[config.mk]
export PLATFORM = sky130hd
export DESIGN_NAME = ripple_count_sampler_flat
export DESIGN_NICKNAME = d
export VERILOG_FILES = /design/src/rtl/ripple_count_sampler_if.sv /design/src/rtl/ripple_count_sampler.sv /design/src/flat_wrapper.sv
export SDC_FILE = /design/constraint.sdc
export NUM_CORES = 1
export LEC_CHECK = 0
export CORE_ASPECT_RATIO = 1.2
export CORE_UTILIZATION = 48
export DETAILED_ROUTE_END_ITERATION = 8
export PLACE_DENSITY_LB_ADDON = 0.15
export SYNTH_ARGS = -nofsm -noshare
export SYNTH_HDL_FRONTEND = slang
export SYNTH_SLANG_ARGS = --single-unit
[constraint.sdc]
create_clock -name clk -period 4.2 [get_ports clk]
set_input_delay 0.63 -clock clk [delete_from_list [all_inputs] [get_ports clk]]
set_output_delay 0.63 -clock clk [all_outputs]
set_load 0.03 [all_outputs]
[src/rtl/ripple_count_sampler_if.sv]
// Bus between the ripple-counter sampler and its consumer: counter input,
// controls, running total and the threshold-event handshake.
interface ripple_count_sampler_if #(
    parameter int CNT_W = 4,
    parameter int ACC_W = 16
);
    logic [CNT_W-1:0] cnt_in;
    logic             en;
    logic             clr;
    logic [ACC_W-1:0] threshold;
    logic [ACC_W-1:0] total;
    logic             overflow;
    logic             evt_valid;
    logic [ACC_W-1:0] evt_data;
    logic             evt_ready;
    logic             evt_lost;

    modport master (
        output cnt_in, en, clr, threshold, evt_ready,
        input  total, overflow, evt_valid, evt_data, evt_lost
    );

    modport slave (
        input  cnt_in, en, clr, threshold, evt_ready,
        output total, overflow, evt_valid, evt_data, evt_lost
    );
endinterface

[src/rtl/ripple_count_sampler.sv]
// Samples an asynchronous ripple counter into clk, accepts only stable samples,
// accumulates modulo deltas into a running total and raises threshold events.
module ripple_count_sampler #(
    parameter int CNT_W = 4,
    parameter int ACC_W = 16,
    parameter bit DOWN  = 1'b0
) (
    input logic                  clk,
    input logic                  rst,
    ripple_count_sampler_if.slave bus
);
    typedef enum logic {INIT, RUN} state_t;

    state_t           state, state_nxt;
    logic [CNT_W-1:0] s1, s2, s3, last, delta;
    logic [2:0]       vld;
    logic             qual, load_base, accum, crossing;
    logic [ACC_W:0]   sum;
    logic [ACC_W-1:0] total_nxt;

    // vld tracks synchronizer fill after reset so the reset zeros are never
    // mistaken for a stable counter sample.
    always_ff @(posedge clk or negedge rst) begin
        if (!rst) begin
            s1  <= '0;
            s2  <= '0;
            s3  <= '0;
            vld <= '0;
        end else begin
            // NOTE: non-blocking so every flop samples the pre-edge value of its neighbour.
            s1  <= bus.cnt_in;
            s2  <= s1;
            s3  <= s2;
            vld <= {vld[1:0], 1'b1};
        end
    end

    assign qual      = vld[2] && (s2 == s3);
    assign delta     = DOWN ? (last - s2) : (s2 - last);
    assign sum       = {1'b0, bus.total} + {{(ACC_W + 1 - CNT_W){1'b0}}, delta};
    assign total_nxt = sum[ACC_W-1:0];
    assign crossing  = (bus.total < bus.threshold) && (total_nxt >= bus.threshold);

    always_ff @(posedge clk or negedge rst) begin
        if (!rst) state <= INIT;
        else      state <= state_nxt;
    end

    always_comb begin
        // NOTE: defaults first so no path leaves an output unassigned (no latch).
        state_nxt = state;
        load_base = 1'b0;
        accum     = 1'b0;
        if (bus.clr) begin
            state_nxt = INIT;
        end else begin
            case (state)
                INIT: if (bus.en && qual) begin
                    load_base = 1'b1;
                    state_nxt = RUN;
                end
                RUN: begin
                    if (!bus.en)   state_nxt = INIT;
                    else if (qual) accum = 1'b1;
                end
                default: state_nxt = INIT;
            endcase
        end
    end

    always_ff @(posedge clk or negedge rst) begin
        if (!rst) begin
            last          <= '0;
            bus.total     <= '0;
            bus.overflow  <= 1'b0;
            bus.evt_valid <= 1'b0;
            bus.evt_data  <= '0;
            bus.evt_lost  <= 1'b0;
        end else if (bus.clr) begin
            bus.total     <= '0;
            bus.overflow  <= 1'b0;
            bus.evt_valid <= 1'b0;
            bus.evt_data  <= '0;
            bus.evt_lost  <= 1'b0;
        end else begin
            if (load_base) last <= s2;
            if (accum) begin
                last      <= s2;
                bus.total <= total_nxt;
                if (sum[ACC_W]) bus.overflow <= 1'b1;
            end
            // A crossing on the accept edge replaces the outgoing event instead of being lost.
            if (accum && crossing) begin
                if (bus.evt_valid && !bus.evt_ready) begin
                    bus.evt_lost <= 1'b1;
                end else begin
                    bus.evt_valid <= 1'b1;
                    bus.evt_data  <= total_nxt;
                end
            end else if (bus.evt_valid && bus.evt_ready) begin
                bus.evt_valid <= 1'b0;
            end
        end
    end
endmodule

[src/flat_wrapper.sv]
// flat-port wrapper written by rule: the top's interface ports become plain ports
module ripple_count_sampler_flat 
#(
    parameter int CNT_W = 4,
    parameter int ACC_W = 16,
    parameter bit DOWN  = 1'b0
)
  (clk, rst, bus_cnt_in, bus_en, bus_clr, bus_threshold, bus_evt_ready, bus_total, bus_overflow, bus_evt_valid, bus_evt_data, bus_evt_lost);
  ripple_count_sampler_if #(.CNT_W(CNT_W), .ACC_W(ACC_W)) bus_i ();
  input logic clk;
  input logic rst;
  input wire logic [$bits(bus_i.cnt_in)-1:0] bus_cnt_in;
  input wire logic [$bits(bus_i.en)-1:0] bus_en;
  input wire logic [$bits(bus_i.clr)-1:0] bus_clr;
  input wire logic [$bits(bus_i.threshold)-1:0] bus_threshold;
  input wire logic [$bits(bus_i.evt_ready)-1:0] bus_evt_ready;
  output wire logic [$bits(bus_i.total)-1:0] bus_total;
  output wire logic [$bits(bus_i.overflow)-1:0] bus_overflow;
  output wire logic [$bits(bus_i.evt_valid)-1:0] bus_evt_valid;
  output wire logic [$bits(bus_i.evt_data)-1:0] bus_evt_data;
  output wire logic [$bits(bus_i.evt_lost)-1:0] bus_evt_lost;
  assign bus_i.cnt_in = bus_cnt_in;
  assign bus_i.en = bus_en;
  assign bus_i.clr = bus_clr;
  assign bus_i.threshold = bus_threshold;
  assign bus_i.evt_ready = bus_evt_ready;
  assign bus_total = bus_i.total;
  assign bus_overflow = bus_i.overflow;
  assign bus_evt_valid = bus_i.evt_valid;
  assign bus_evt_data = bus_i.evt_data;
  assign bus_evt_lost = bus_i.evt_lost;
  ripple_count_sampler #(.CNT_W(CNT_W), .ACC_W(ACC_W), .DOWN(DOWN)) u_core (.clk(clk), .rst(rst), .bus(bus_i));
endmodule
After elaboration in Yosys (flattened, before gate mapping)
Index checks and enable logic that the tools add are counted.
{"block": "totals", "romBits": 0, "n_memories": 0, "input_bits": 25, "output_inout_bits": 35, "word_cells": 65, "latch_bits": 0, "register_bits": 55, "ramBits": 0}
{"block": "op_classes", "eq_ne": 3, "n_bitwise": 2, "div_mod_pow": 0, "n_shift": 0, "addsub": 2, "magnitude_cmp": 2, "n_reduce_logical": 18, "n_mul": 0, "n_mux": 27}
{"op": "16-bit 2-to-1 mux", "n": 5}
{"op": "1-bit 2-to-1 mux", "n": 19}
{"op": "16-bit by 4-bit adder with 17-bit output", "n": 1}
{"op": "16-bit greater-or-equal comparator", "n": 1}
{"op": "16-bit < comparator", "n": 1}
{"op": "2-bit AND reduction", "n": 5}
{"op": "2-bit nonzero test", "n": 5}
{"op": "4-bit 2-to-1 mux", "n": 2}
{"op": "1-bit logical AND", "n": 6}
{"op": "4-bit equality test", "n": 1}
{"op": "4-bit subtractor", "n": 1}
{"op": "3-bit inequality test (second input constant)", "n": 1}
{"op": "3-bit nonzero test", "n": 1}
{"op": "2-bit inequality test (second input constant)", "n": 1}
{"op": "1-bit NOT", "n": 2}
{"op": "1-bit case mux with 2 select lines", "n": 1}
{"op": "1-bit logical NOT", "n": 1}

Depth between registers and ports, before layout
Gate-level depths: netlist of run 1.
{"block": "logic_depth", "word_depth": 9, "ltp_mapped": 20, "ltp_nobuf": 19}

Least setup slack after synthesis of run 1
Ideal clock, no wire load.
{"block": "synth_path", "path_type": "reg2reg", "from": "reg u_core.s2[1]", "to": "reg u_core.bus.evt_data[13]", "setup_ps": 120, "required_time_ps": 4080, "period_less_slack_ps": 4328, "path_stages_with_launch": 19, "t_arrival_ps": 4208, "path_slack_ps": -128, "path_buffers": 1, "cell_sequence": "dfrtp_1 > ha_1 > a21o_1 > a21oi_1 > xnor2_1 > ha_1 > a21o_1 > a31oi_1 > nor2_1 > nand3_1 > xnor2_1 > ha_1 > nand4_1 > or3_1 > a221oi_1 > nor3_2 > clkbuf_1 > o311a_1 > a31o_1"}
{"block": "synth_via", "elab_chain_len": 9, "word_cells_on_any_way": 16, "cone_classes": "2 x add/sub; 1 x order compare; 1 x eq/ne; 7 x mux; 5 x reduce/logical"}
{"element": "start: declaration", "line_no": "ripple_count_sampler.sv:15", "rtl": "logic [CNT_W-1:0] s1, s2, s3, last, delta;"}
{"element": "start signal: assignment", "line_no": "ripple_count_sampler.sv:26", "rtl": "s2 <= '0;"}
{"element": "start signal: assignment", "line_no": "ripple_count_sampler.sv:32", "rtl": "s2 <= s1;"}
{"element": "branches (longest 9 deep; another with 16-bit by 4-bit adder with 17-bit output)"}
{"element": "end signal: assignment", "line_no": "ripple_count_sampler.sv:98", "rtl": "bus.evt_data <= total_nxt;"}
{"element": "end: declaration", "line_no": "ripple_count_sampler_if.sv:25", "rtl": "output total, overflow, evt_valid, evt_data, evt_lost"}
Parallel ways; which one is timed is not known. The select of a mux whose other input is x is not followed.
A chain may end at the register's enable or synchronous reset.

Worst setup path after layout of run 1
{"block": "layout_path", "from": "reg u_core.s2[0]", "to": "reg u_core.bus.evt_data[15]"}
Same word-level chain as after synthesis.

==> flow_summary.html, run 1 <==
<table>
<tr><th>Metric</th><th>Value</th></tr>
<tr><th colspan="2">Logic synthesis</th></tr>
<tr><td>Count of flip-flops with a built-in enable after synthesis</td><td>0</td></tr>
<tr><td>Seq/Total Area, Yosys</td><td>40.1%</td></tr>
<tr><td>Predominant post-synthesis flop cell</td><td>sky130_fd_sc_hd__dfrtp_1</td></tr>
<tr><td>Cell Area, Synth</td><td>about 3400 µm²</td></tr>
<tr><td>Syn Area/Cell</td><td>between 10 and 15 µm²</td></tr>
<tr><td>Net count after synthesis</td><td>about 400</td></tr>
<tr><td>Synthesized instance count</td><td>between 300 and 400</td></tr>
<tr><td>Synth Register Bits</td><td>55</td></tr>
<tr><td>Number of warnings issued by yosys</td><td>0</td></tr>
<tr><td>Distinct cell type count after synthesis</td><td>between 40 and 50</td></tr>
<tr><td>Fraction of registers with async set or reset after synthesis</td><td>100%</td></tr>
<tr><th colspan="2">Finish</th></tr>
<tr><td>Leading cell types in the layout, fill and taps excluded</td><td>sky130_fd_sc_hd__clkdlybuf4s50_1, sky130_fd_sc_hd__dfrtp_1, sky130_fd_sc_hd__buf_4, sky130_fd_sc_hd__ha_1</td></tr>
<tr><td>Post-Layout Inst Area</td><td>~4800 µm²</td></tr>
<tr><td>Signed area change from the synthesized netlist to the final layout</td><td>39.3%</td></tr>
<tr><td>Final layout net count</td><td>511</td></tr>
<tr><td>Fill cell instance count of the final layout</td><td>540</td></tr>
<tr><td>Layout cells sized above 1</td><td>25.1%</td></tr>
<tr><td>Post-route insts no fill</td><td>roughly 530</td></tr>
<tr><td>Most common cell after layout, fill and taps aside</td><td>sky130_fd_sc_hd__clkdlybuf4s50_1</td></tr>
<tr><td>Antenna cell count</td><td>0</td></tr>
<tr><th colspan="2">Global route</th></tr>
<tr><td>First-pass GRT wire length</td><td>between 10000 and 15000 µm</td></tr>
<tr><td>Number of global-route vias before repair</td><td>between 2000 and 3000</td></tr>
<tr><td>Initial antenna violation count</td><td>0</td></tr>
<tr><td>Overall Global Routing Usage</td><td>a little under a quarter</td></tr>
<tr><td>Pin count of the biggest net entering global routing</td><td>56</td></tr>
<tr><td>Global route overflow</td><td>0</td></tr>
<tr><th colspan="2">Pwr</th></tr>
<tr><td>Power per cell area</td><td>257 nW/µm²</td></tr>
<tr><td>Leakage dissipation</td><td>about 2.2 nW</td></tr>
<tr><td>Share of total power in combinational logic</td><td>a little under 30%</td></tr>
<tr><td>Relative contribution of sequential cells to total power</td><td>between 40 and 50%</td></tr>
<tr><td>Share of total power in the clock network</td><td>roughly a quarter</td></tr>
<tr><td>Power consumption</td><td>about 1.2 mW</td></tr>
<tr><td>P_sw</td><td>~0.39 mW</td></tr>
<tr><td>Worst ir drop on vdd</td><td>190 µV</td></tr>
<tr><td>Internal power</td><td>0.841 mW</td></tr>
<tr><td>Fraction of power spent switching nets</td><td>between 30% and 40%</td></tr>
<tr><th colspan="2">Worst setup path</th></tr>
<tr><td>End of the critical path</td><td>u_core.bus.evt_data[15]$_DFFE_PN0P_</td></tr>
<tr><td>Critical setup path kind</td><td>reg2reg</td></tr>
<tr><td>Max incr delay on CP</td><td>0.56 ns</td></tr>
<tr><td>Top fanout value on the critical path</td><td>7</td></tr>
<tr><td>Worst EP arrival</td><td>roughly 4.5 ns</td></tr>
<tr><td>Startpoint type of the worst setup path</td><td>register</td></tr>
<tr><td>Crit Reg-Reg Startpoint</td><td>u_core.s2[0]$_DFF_PN0_</td></tr>
<tr><td>Critical Path, Cell by Cell</td><td>inv_1, ha_2, inv_2, fa_2, ha_4, a21o_1, a31oi_4, nor2_4, buf_6, xor2_2, ha_1, nand4_1, or3_4, a221oi_4, nor3_4, buf_6, o311a_1, a31o_2</td></tr>
<tr><td>Worst-case register-to-register setup slack</td><td>-0.08 ns</td></tr>
<tr><td>FF-to-FF End</td><td>u_core.bus.evt_data[15]$_DFFE_PN0P_</td></tr>
<tr><td>Standard cell with the maximum stage delay on the critical path</td><td>sky130_fd_sc_hd__fa_2</td></tr>
<tr><td>Number of cells on the worst reg-to-reg path</td><td>18</td></tr>
<tr><td>Crit path top cell by count</td><td>sky130_fd_sc_hd__buf_6</td></tr>
<tr><td>Critical path data required time</td><td>approximately 4.4 ns</td></tr>
<tr><td>Cell family contributing the most delay on the critical path</td><td>adder cells</td></tr>
<tr><td>Number of buffer and inverter stages on the critical path</td><td>4</td></tr>
<tr><td>Number of cells on the critical path</td><td>18</td></tr>
<tr><td>Setup crit end kind</td><td>register</td></tr>
<tr><td>Launching element of the worst setup path</td><td>u_core.s2[0]$_DFF_PN0_</td></tr>
<tr><th colspan="2">Drt</th></tr>
<tr><td>First-pass iteration count of the detailed router</td><td>4</td></tr>
<tr><td>Number of nets with antenna violations after routing</td><td>0</td></tr>
<tr><td>Count of vias placed by the detailed router</td><td>2991</td></tr>
<tr><td>Vias per cell</td><td>between 5 and 6</td></tr>
<tr><td>Per-cell routed wire length</td><td>roughly 16 µm</td></tr>
<tr><td>Residual DRC</td><td>0</td></tr>
<tr><td>DRC violation total after the first TritonRoute iteration</td><td>approximately 110</td></tr>
<tr><td>WL final</td><td>between 8000 and 9000 µm</td></tr>
<tr><th colspan="2">Floorplanning</th></tr>
<tr><td>Count of pins on the block boundary</td><td>60</td></tr>
<tr><td>Die extent in y</td><td>94.6 µm</td></tr>
<tr><td>Die area</td><td>between 7000 and 8000 µm²</td></tr>
<tr><td>Std cell rows</td><td>33</td></tr>
<tr><td>Initial core utilization</td><td>between 50% and 60%</td></tr>
<tr><td>Placeable core region</td><td>between 6000 and 7000 µm²</td></tr>
<tr><td>X dimension of the die</td><td>between 70 and 80 µm</td></tr>
<tr><th colspan="2">STA</th></tr>
<tr><td>Post-route clock period utilization</td><td>102%</td></tr>
<tr><td>Skew final</td><td>roughly 0.0060 ns</td></tr>
<tr><td>Unrepaired setup endpoints after global routing</td><td>true</td></tr>
<tr><td>Fin worst setup slack</td><td>-0.0797 ns</td></tr>
<tr><td>Slew Limit Headroom</td><td>about 42%</td></tr>
<tr><td>Final Hold Viols</td><td>0</td></tr>
<tr><td>Total Neg Setup Slack</td><td>-0.750 ns</td></tr>
<tr><td>Final critical delay including setup and external delays</td><td>4.28 ns</td></tr>
<tr><td>Number of slew-limit violations in the final report</td><td>0</td></tr>
<tr><td>Transition time of the tightest slew-check pin</td><td>0.863 ns</td></tr>
<tr><td>Fmax</td><td>234 MHz</td></tr>
<tr><td>Worst Hold Margin</td><td>0.360 ns</td></tr>
<tr><td>Number of endpoints failing setup at the final stage</td><td>11</td></tr>
<tr><th colspan="2">Clocking</th></tr>
<tr><td>Number of buffers created by CTS</td><td>5</td></tr>
<tr><td>Number of hold-repair buffers added at the cts stage</td><td>0</td></tr>
<tr><td>Source-to-sink clock delay at the later pin of the worst-skew pair</td><td>just over 0.3 ns</td></tr>
<tr><td>Cell at the root of the clock tree</td><td>sky130_fd_sc_hd__clkbuf_8</td></tr>
<tr><td>TritonCTS clock tree</td><td>built</td></tr>
<tr><td>Worst-path clk slew</td><td>approximately 0.11 ns</td></tr>
<tr><td>H-tree depth reported by CTS</td><td>2</td></tr>
<tr><td>Clock tree buffer depth</td><td>2</td></tr>
<tr><td>Clock net sink count</td><td>55</td></tr>
<tr><th colspan="2">Placed design</th></tr>
<tr><td>Half-perimeter wire length of the detailed placement result</td><td>6230 µm</td></tr>
<tr><td>Gp weighted congestion</td><td>between 0.8 and 0.9</td></tr>
<tr><td>Standard cell area after detailed placement</td><td>roughly 4300 µm²</td></tr>
<tr><td>Cell count after placement</td><td>508</td></tr>
<tr><td>Number of buffers added on ports</td><td>59</td></tr>
<tr><th colspan="2">Hold path</th></tr>
<tr><td>Kind of path behind the tightest hold check</td><td>reg2reg</td></tr>
<tr><td>Hold path cells</td><td>0</td></tr>
<tr><th colspan="2">Run</th></tr>
<tr><td>Max-cap violations</td><td>0</td></tr>
<tr><th colspan="2">Run status</th></tr>
<tr><td>Result of the run</td><td>finished, violations left</td></tr>
<tr><td>Violations in the final reports</td><td>setup timing</td></tr>
</table>
==> Yosys cell counts (all sizes together) (2+ instances only) <==
| cell type | count | share of area [%] |
|---|---|---|
| a2111oi | 2 | 0.51 |
| mux2 | 3 | 0.98 |
| inv | 26 | 2.8 |
| xor2 | 17 | 4.3 |
| fa | 2 | 1.2 |
| nor4 | 6 | 1.1 |
| buf | 4 | 0.91 |
| mux2i | 3 | 0.88 |
| a31oi | 2 | 0.36 |
| nand2 | 22 | 2.4 |
| nand3 | 14 | 2.0 |
| and3 | 3 | 0.55 |
| a211oi | 6 | 1.3 |
| clkbuf | 10 | 1.1 |
| a21o | 4 | 0.88 |
| or3 | 4 | 0.73 |
| nand2b | 4 | 0.73 |
| ha | 39 | 14 |
| a21oi | 10 | 1.5 |
| nor3 | 7 | 1.5 |
| nor2b | 3 | 0.55 |
| nor2 | 25 | 2.7 |
| o21a | 2 | 0.44 |
| xnor2 | 16 | 4.1 |
| nand4 | 9 | 1.6 |
| o21ai | 10 | 1.5 |
| a31o | 14 | 3.6 |
| o311a | 8 | 2.3 |
| dfrtp | 55 | 40 |
==> state kept, by name (all words and copies together), names as in the netlist <==
signal / cells
u_core.state: 1
u_core.bus.evt_lost: 1
u_core.bus.total: 16
u_core.bus.evt_valid: 1
u_core.s2: 4
u_core.last: 4
u_core.s3: 4
u_core.vld: 3
u_core.s1: 4
u_core.bus.overflow: 1
u_core.bus.evt_data: 16
==> stage by stage <==
stage	util (%)	worst slack [ns]
floorplan	-	0.0201
global placement	63.1	-0.131
detailed placement	63.1	-0.185
CTS	67.7	0.00282
global route	69.7	-0.250
finish	69.7	-0.0797
==> repair_timing <==
item | in CTS | in global routing
gates cloned | 1 | 0
pin swaps | 21 | 10
setup buffers | 13 | 3
endpoints found under the setup margin | 16 | 17
resized for setup | 23 | 20
==> power by group through the flow <==
stage | registers, mW | clock network (mW) | logic [mW]
CTS | 0.554 | 0.325 | 0.321
floorplan | 0.563 | 0 | 0.153
detailed placement | 0.564 | 0 | 0.269
global placement | 0.563 | 0 | 0.261
global route | 0.555 | 0.340 | 0.395
finish | 0.554 | 0.315 | 0.359
==> metal layers <==
layer  global-route usage, %  wire length, µm
met1                    28.9             3630
met2                    42.7             4360
met3                    3.09              322
met4                    7.42              235
met5                       0                0
==> worst min path at each step <==
stage | start | end | slack [ns]
CTS | u_core.s1[3]$_DFF_PN0_ | u_core.s2[3]$_DFF_PN0_ | 0.37
detailed placement | u_core.s1[3]$_DFF_PN0_ | u_core.s2[3]$_DFF_PN0_ | 0.34
finish | u_core.vld[0]$_DFF_PN0_ | u_core.vld[1]$_DFF_PN0_ | 0.36
floorplan | rst | u_core.bus.evt_data[0]$_DFFE_PN0P_ | 0.33
global placement | u_core.s1[0]$_DFF_PN0_ | u_core.s2[0]$_DFF_PN0_ | 0.33
global route | u_core.s1[3]$_DFF_PN0_ | u_core.s2[3]$_DFF_PN0_ | 0.37
==> cells by family after synthesis <==
logic type      Yosys count  share of synthesized area (%)
compound gates           67                           14.6
xor+xnor                 33                           8.42
fa+ha+maj                41                           15.4
buf+inv                  40                           4.85
flops                    55                           40.1
mux                       6                           1.86
other cells               1                          0.109
simple gates            100                           14.7
==> layout make-up <==
type	instances	area (µm²)	area share, %
clock buffers	5	68.8	1.44
clock inverters	3	26.3	0.550
inverters	26	97.6	2.04
multi-input cells	248	2130	44.6
flip-flops and latches	55	1380	28.8
well taps	87	109	2.28
repair buffers	109	972	20.3
No activity file was read; power rests on OpenSTA's default activity.
==> inputs of run 2 (changes only) <==
Settings changed: CAP_MARGIN set to 0.
==> results of run 2 <==
Same layout as run 1: the final DEF is identical, and so are final timing and power.
